File: src/rtl/fetch_pkg.sv
// rtl/fetch_pkg.sv - shared widths, FSM state encodings and queue entry type for the fetch front end.
package fetch_pkg;

  localparam int INSTR_W = 32;
  localparam int PC_W    = 64;
  localparam logic [PC_W-1:0] PC_STEP = 64'd4;

  typedef logic [1:0] state_t;
  localparam state_t ST_FETCH   = 2'd0;
  localparam state_t ST_WAIT    = 2'd1;
  localparam state_t ST_DISCARD = 2'd2;

  typedef struct packed {
    logic [PC_W-1:0]    pc;
    logic [INSTR_W-1:0] instr;
  } entry_t;

endpackage

File: src/rtl/fetch_queue.sv
// rtl/fetch_queue.sv - synchronous prefetch FIFO of {pc, instr}; flush beats push and pop.
module fetch_queue
  import fetch_pkg::*;
#(
  parameter int DEPTH = 4,
  localparam int AW = $clog2(DEPTH),
  localparam int CW = AW + 1
) (
  input  logic          clock,
  input  logic          reset,
  input  logic          push,
  input  entry_t        push_data,
  input  logic          pop,
  input  logic          flush,
  output entry_t        head,
  output logic [CW-1:0] count,
  output logic          empty,
  output logic          full
);

  entry_t        mem [DEPTH];
  logic [AW-1:0] rd_ptr;
  logic [AW-1:0] wr_ptr;
  logic          do_push;
  logic          do_pop;

  assign do_push = push && !full;
  assign do_pop  = pop && !empty;

  always_ff @(posedge clock) begin
    if (reset || flush) begin
      rd_ptr <= '0;
      wr_ptr <= '0;
      count  <= '0;
    end else begin
      if (do_push) wr_ptr <= wr_ptr + 1'b1;
      if (do_pop)  rd_ptr <= rd_ptr + 1'b1;
      count <= count + CW'(do_push) - CW'(do_pop);
    end
  end

  // Storage needs no reset; pointers and count define what is valid.
  always_ff @(posedge clock) begin
    if (do_push && !flush && !reset) mem[wr_ptr] <= push_data;
  end

  assign head  = mem[rd_ptr];
  assign empty = (count == '0);
  assign full  = (count == CW'(DEPTH));

endmodule

File: src/rtl/fetch_unit.sv
// rtl/fetch_unit.sv - PC owner, single-outstanding imem handshake, prefetch queue and redirect handling.
module fetch_unit
  import fetch_pkg::*;
#(
  parameter int              DEPTH    = 4,
  parameter logic [PC_W-1:0] PC_RESET = 64'h0
) (
  input  logic               clock,
  input  logic               reset,
  output logic               imem_req,
  output logic [PC_W-1:0]    imem_addr,
  input  logic               imem_ack,
  input  logic [INSTR_W-1:0] imem_rdata,
  input  logic               redirect_en,
  input  logic [PC_W-1:0]    redirect_pc,
  input  logic               stall,
  output logic               out_valid,
  output logic [INSTR_W-1:0] out_instr,
  output logic [PC_W-1:0]    out_pc
);

  localparam int CW = $clog2(DEPTH) + 1;

  state_t          state;
  logic [PC_W-1:0] fetch_pc;
  logic [PC_W-1:0] pc_next;
  logic            ack;
  logic            push;
  logic            pop;
  logic [CW-1:0]   count;
  logic [CW-1:0]   count_after;
  logic            empty;
  logic            full;
  entry_t          push_data;
  entry_t          head;

  assign ack         = imem_req && imem_ack;
  assign pop         = out_valid && !stall;
  assign push        = (state == ST_WAIT) && ack && !redirect_en;
  assign pc_next     = fetch_pc + PC_STEP;
  assign count_after = count + CW'(push) - CW'(pop);
  assign push_data   = '{pc: fetch_pc, instr: imem_rdata};

  fetch_queue #(.DEPTH(DEPTH)) u_queue (
    .clock     (clock),
    .reset     (reset),
    .push      (push),
    .push_data (push_data),
    .pop       (pop),
    .flush     (redirect_en),
    .head      (head),
    .count     (count),
    .empty     (empty),
    .full      (full)
  );

  always_ff @(posedge clock) begin
    if (reset) begin
      state     <= ST_FETCH;
      fetch_pc  <= PC_RESET;
      imem_req  <= 1'b0;
      imem_addr <= PC_RESET;
    end else begin
      case (state)
        ST_FETCH: begin
          if (redirect_en) begin
            fetch_pc <= redirect_pc;
          end else if (!full) begin
            imem_req  <= 1'b1;
            imem_addr <= fetch_pc;
            state     <= ST_WAIT;
          end
        end
        ST_WAIT: begin
          if (redirect_en) begin
            // The handshake cannot be cancelled, so a pending wrong-path reply is drained in DISCARD.
            fetch_pc <= redirect_pc;
            if (ack) begin
              imem_req <= 1'b0;
              state    <= ST_FETCH;
            end else begin
              state <= ST_DISCARD;
            end
          end else if (ack) begin
            fetch_pc <= pc_next;
            if (count_after < CW'(DEPTH)) begin
              imem_addr <= pc_next;
            end else begin
              imem_req <= 1'b0;
              state    <= ST_FETCH;
            end
          end
        end
        ST_DISCARD: begin
          if (redirect_en) fetch_pc <= redirect_pc;
          if (ack) begin
            imem_req <= 1'b0;
            state    <= ST_FETCH;
          end
        end
        default: begin
          imem_req <= 1'b0;
          state    <= ST_FETCH;
        end
      endcase
    end
  end

  assign out_valid = !empty;
  assign out_instr = head.instr;
  assign out_pc    = head.pc;

endmodule

File: config.mk
export PLATFORM = sky130hd
export DESIGN_NAME = fetch_unit
export DESIGN_NICKNAME = d
export VERILOG_FILES = /design/src/rtl/fetch_pkg.sv /design/src/rtl/fetch_queue.sv /design/src/rtl/fetch_unit.sv
export SDC_FILE = /design/constraint.sdc
export NUM_CORES = 1
export LEC_CHECK = 0
export CAP_MARGIN = 20
export CORE_ASPECT_RATIO = 0.75
export CORE_UTILIZATION = 56
export DETAILED_ROUTE_END_ITERATION = 10
export GPL_TIMING_DRIVEN = 0
export PLACE_DENSITY = 0.79
export SYNTH_ARGS = -nofsm -noshare
export SYNTH_HDL_FRONTEND = slang
export SYNTH_SLANG_ARGS = --single-unit
File: constraint.sdc
create_clock -name clock -period 5.6 [get_ports clock]
set_clock_uncertainty 0.1 [all_clocks]
set_input_delay 1.12 -clock clock [delete_from_list [all_inputs] [get_ports clock]]
set_output_delay 1.12 -clock clock [all_outputs]
set_load 0.1 [all_outputs]
======== After elaboration in Yosys (flattened, before gate mapping) ========
Memories as Yosys holds them, arrays and structs flattened. A register that Yosys moved wholly into a read port is not among the register bits.
Index checks and enable logic that the tools add are counted.
word-level totals
  register bits after elaboration ......... 138
  bits in writable memories ............... 384
  bits of input ports ..................... 101
  output and inout port bits .............. 162
  logic and storage cells ................. 80
  memories ................................ 1
memory list
  memory       depth  width  read ports  clocked after memory_dff  write ports  RTL line           RTL
  u_queue.mem  4      96     1           1                         1            fetch_queue.sv:21  entry_t mem [DEPTH];
cells by class
  $add $sub $neg .......................... 7
  order comparisons ....................... 1
  eq/ne operators ......................... 12
  multiplexer cells ....................... 29
  reduce and logical (&&, ||, !) cells .... 23
operators with widths
  cell                   number
  $mux 64                8
  $pmux 64 s2            2
  $add 64x3->64 const B  1
  $mux 2                 9
  $ne 2x2->1 const B     5
  $logic_and 1x1->1      8
  $mux 1                 8
  $add 3x1->3            2
  $ne 3x3->1 const B     2
  $pmux 2 s3             1
  $reduce_and 6->1       1
  $sub 3x1->3            2
  $logic_not 1->1        5
  $reduce_and 5->1       1
  $add 2x1->2 const B    2
  $ne 2x1->1 const B     2
  $reduce_and 4->1       1
  $reduce_bool 2->1      2
  $eq 3x3->1 const B     1
  $logic_not 3->1        1
  $lt 3x3->1 const B     1
  $pmux 1 s3             1
  $reduce_and 3->1       1
  $eq 2x1->1 const B     1
  other kinds (4)        4

======== Logic depth before layout (Yosys ltp) ========
  word-level depth ........................ 10
  gate-level depth with buffers ........... 11
  mapped depth without buffers ............ 10

======== Cells and area by module ========
Synthesis repeated with hierarchy kept, for this count alone.
unflattened totals
  cell total of the unflattened synthesis .. 1565
  area, all modules ....................... 22091.2 um^2
by module, submodules not included
  module       instances  cells an instance  area each (um^2)  sequential area each (um^2)
  fetch_queue  1          552                14335.0           11711.2
  fetch_unit   1          1013               7756.2            2622.5

======== Least setup slack after synthesis ========
No wires, ideal clock.
  path kind ............................... input port to flip-flop
  start ................................... input redirect_en
  end ..................................... memory u_queue.mem[1][0] in the netlist's numbering, enable pin
  setup time .............................. 466 ps
  arrival ................................. 4356 ps
  data required time ...................... 5034 ps
  slack ................................... 678 ps
  stages .................................. 7
  path buffers ............................ 2
  cells stage by stage .................... nor2b_1 clkbuf_1 nand3_1 clkbuf_1 a21o_1 inv_1 and3_1
on the way
  word-level cells in the longest chain between the ends .. 7
ends and longest elaborated chain
  what                                 RTL line                             RTL
  start, declared                      fetch_unit.sv:14                     input logic redirect_en,
  $logic_not 1->1 (*)                  fetch_queue.sv:44, fetch_unit.sv:39
  $logic_and 1x1->1                    fetch_unit.sv:39                     assign push = (state == ST_WAIT) && ack && !redirect_en;
  $logic_and 1x1->1                    fetch_queue.sv:27                    assign do_push = push && !full;
  $logic_and 1x1->1 (*) (2 in series)  fetch_queue.sv:44                    if (do_push && !flush && !reset) mem[wr_ptr] <= push_data;
  $mux 1 (*)                           fetch_queue.sv:44
  $mux 1 (implied by the code) (*)     fetch_queue.sv:44
  end, declared                        fetch_queue.sv:21
Every way passes the cells marked *; elsewhere a longest branch is shown, timed or not.

==> impl_metrics.tcl <==
set metrics [dict create \
    drive_gt1_share_pct 11.0 \
    clk_pin_slew_ns 0.07 \
    path_class "reg -> out" \
    insertion_delay_ns 0.59 \
    first_iter_violations 2308 \
    timing.fmax_mhz 177 \
    cp.required_ns 4.38 \
    rows 62 \
    dr_total_vias 16113 \
    grt_overflow 0 \
    p_leak_nw 8.49 \
    cts_inserted_buffers 48 \
    synth_fp_nets 1689 \
    cts_tree "yes" \
    dr_wl_met3_mm 7.91 \
    final_max_slew_viol_count 0 \
    final_area_sq_um 26900 \
    root_buffer "clkbuf_16" \
    rsz0062_at_grt "yes" \
    fin_ws_ns -0.0419 \
    synth_top_flop_cell "edfxtp_1" \
    syn_inst 1579 \
    portBuffers 261 \
    cap_violations 0 \
    grt.total_usage_pct 34.5 \
    worstPathArrival_ns 4.42 \
    grt_pass1_wl_mm 101 \
    fillerInstances 2616 \
    multiInputGateArea_sq_um 7070 \
    hold_path_class "reg -> reg" \
    grt_pass1_vias 15392 \
    setup_violations 7 \
    avgViaCountPerCell 6.58 \
    finalHoldViolations 0 \
    gp_congestion 0.984 \
    hpwl_mm 47.7 \
    synth_edf_count 384 \
    routed_wl_mm 69.3 \
    dpl-instance-area_sq_um 25300 \
    fin_nets 2006 \
    routed-wl-met2_mm 31.5 \
    drc_errors 0 \
    violations "negative setup slack" \
    power.total_mw 8.67 \
    powerDensity_nw_per_um2 322 \
    period_share_pct 101 \
    grt_antenna_before_repair 1 \
    die_h_um 173 \
    io_pins 263 \
    cts_max_level 2 \
    period_needed_ns 5.64 \
    drt-met1-wl_mm 27.5 \
    async_flop_share_pct 0 \
    die_area_sq_um 40000 \
    end_kind "primary output" \
    routedWlPerCell_um 28.3 \
    ant_nets 0 \
    dieWidth_um 231 \
    maxSlewHeadroom_pct 19.3 \
    synth.avg_cell_area_sq_um 13.9 \
    yosysSeqAreaShare_pct 65.3 \
    status "complete, but fails checks" \
    clockBufferDepth 3 \
    final-seq-area_sq_um 14300 \
    area.growth.synth_to_final_pct 22.6 \
    top_layer "met4" \
    peakVddDrop_mv 0.296 \
    tns_ns -0.115 \
    startpoint_type "flip-flop" \
    ys_ff_latch 524 \
    yosysWarnings 0 \
    yosysUniqueCellTypes 64 \
    tightest_slew_ns 1.20 \
    drtPass1Iterations 7 \
    cp_max_fo 10 \
    start_util_pct 57.1 \
    synth_area_sq_um 21900 \
    grt_max_degree 54 \
    cts_sinks 524 \
    postCtsSetupBuffers 0 \
    core_sq_um 38400 \
]
repair_timing:
| item | in CTS | in global routing |
|---|---|---|
| hold buffers | 0 | 0 |
| resized for setup | 1 | 3 |
| endpoints found under the setup margin | 40 | 40 |
power by group:
part           switching (mW)  internal [mW]  leakage (nW)  total (mW)
sequential              0.115           4.26          4.68        4.37
clock                    1.45           1.78         0.750        3.23
combinational           0.790          0.280          3.06        1.07
total                    2.36           6.32          8.49        8.67
state kept, by name (all words and copies together), names as in the netlist, named ones only:
register and cells:
u_queue.rd_ptr 2, u_queue.wr_ptr 2, u_queue.mem 384, state 2, imem_addr 64, u_queue.count 3, imem_req 1, fetch_pc 64
area by class of cell:
cell class	instances	area share, %
diodes	1	0.00930
repair buffers	267	10.2
clock inverters	31	0.986
flip-flops and latches	524	53.3
plain buffers	127	1.88
multi-input cells	912	26.3
inverters	16	0.223
well taps	512	2.38
clock buffers	59	4.77
per-stage QoR:
| step | util (%) | setup slack (ns) | instances | hold slack [ns] |
|---|---|---|---|---|
| 3_3_place_gp | 65.6 | -2.32 | 2352 | 0.377 |
| 2_1_floorplan | - | 0.678 | 1579 | 0.355 |
| 5_1_grt | 70.0 | -0.0945 | 2449 | 0.399 |
| 3_5_place_dp | 66.0 | 0.292 | 2358 | 0.385 |
| 4_1_cts | 70.0 | 0.0192 | 2448 | 0.394 |
| 6_report | 70.0 | -0.0419 | 2449 | 0.396 |
per-layer routing:
| layer | vias to the layer above | track usage [%] |
|---|---|---|
| met3 | 177 | 8.37 |
| met5 | - | 0 |
| li1 | 6807 | - |
| met2 | 1060 | 52.7 |
| met1 | 8069 | 49.4 |
| met4 | 0 | 10.7 |
final timing paths:
kind,slack (ns),depth (start not counted),endpoint,start
max reg2reg,1.39,11,imem_addr[62]$_SDFFE_PP0P_,u_queue.count[2]$_SDFF_PP0_
min reg2reg,0.40,2,imem_addr[1]$_SDFFE_PP0P_,imem_addr[1]$_SDFFE_PP0P_
min,0.40,2,imem_addr[1]$_SDFFE_PP0P_,imem_addr[1]$_SDFFE_PP0P_
max,-0.04,5,out_pc[46],flip-flop
placed cells by master, fill, tap and decap left out, types with 14 or more instances in the layout:
cell,netlist,routed
nand2_1,113,113
dfxtp_1,140,140
nand4_1,35,35
xnor2_1,41,41
inv_1,16,16
nand3_1,49,49
nor4_1,27,27
a32oi_1,18,18
nor3_1,22,22
nor2_1,95,95
a31oi_1,23,23
a21oi_1,85,85
buf_2,17,18
edfxtp_1,384,384
or4_1,20,20
xor2_1,26,26
mux4_2,96,96
a22oi_1,14,14
clkbuf_16,0,49
clkbuf_1,88,94
clkdlybuf4s50_1,0,260
a211oi_1,16,16
buf_1,22,22
o21ai_0,75,75
synthesized netlist by cell type, types with 3 or more instances:
master	n	share of area [%]
o22ai_1	3	0.086
nor2b_1	5	0.14
a21o_1	7	0.24
nand2b_1	7	0.20
a22oi_1	14	0.48
or3_1	10	0.29
o31ai_1	13	0.44
nor4_1	27	0.77
ha_1	8	0.46
dfxtp_1	140	13
a211oi_1	16	0.55
buf_2	17	0.39
a31oi_1	23	0.66
a21oi_1	85	1.9
edfxtp_1	384	53
mux2i_1	4	0.18
or2_2	3	0.086
xnor2_1	41	1.6
and4_1	12	0.48
o41ai_1	4	0.16
xor2_1	26	1.0
nand4_1	35	1.0
mux2_2	4	0.21
and3_1	17	0.48
nand2_1	113	1.9
inv_1	16	0.27
nor2_1	95	1.6
o21ai_0	75	1.7
buf_1	22	0.38
mux4_2	96	9.9
a32oi_1	18	0.72
clkbuf_1	88	1.5
and2_1	4	0.11
nand3_1	49	1.1
or4_1	20	0.68
o211ai_1	13	0.44
nand3b_1	4	0.14
a32o_1	8	0.37
nor3_1	22	0.50
worst max-delay path, cell delays in order, from the launching register on:
cell,delay [ns]
dfxtp_1,0.31
clkbuf_1,0.59
buf_1,0.81
clkbuf_1,0.59
mux4_2,0.33
clkdlybuf4s50_1,1.20
kinds of logic after synthesis:
family          Yosys count  share of synthesized area (%)
flops                   524                           65.3
xor+xnor                 67                           2.68
compound gates          295                           8.44
mux                     104                           10.2
buf+inv                 143                           2.54
simple gates            437                           10.2
fa+ha+maj                 9                          0.548
(Power assumes the default switching activity.)
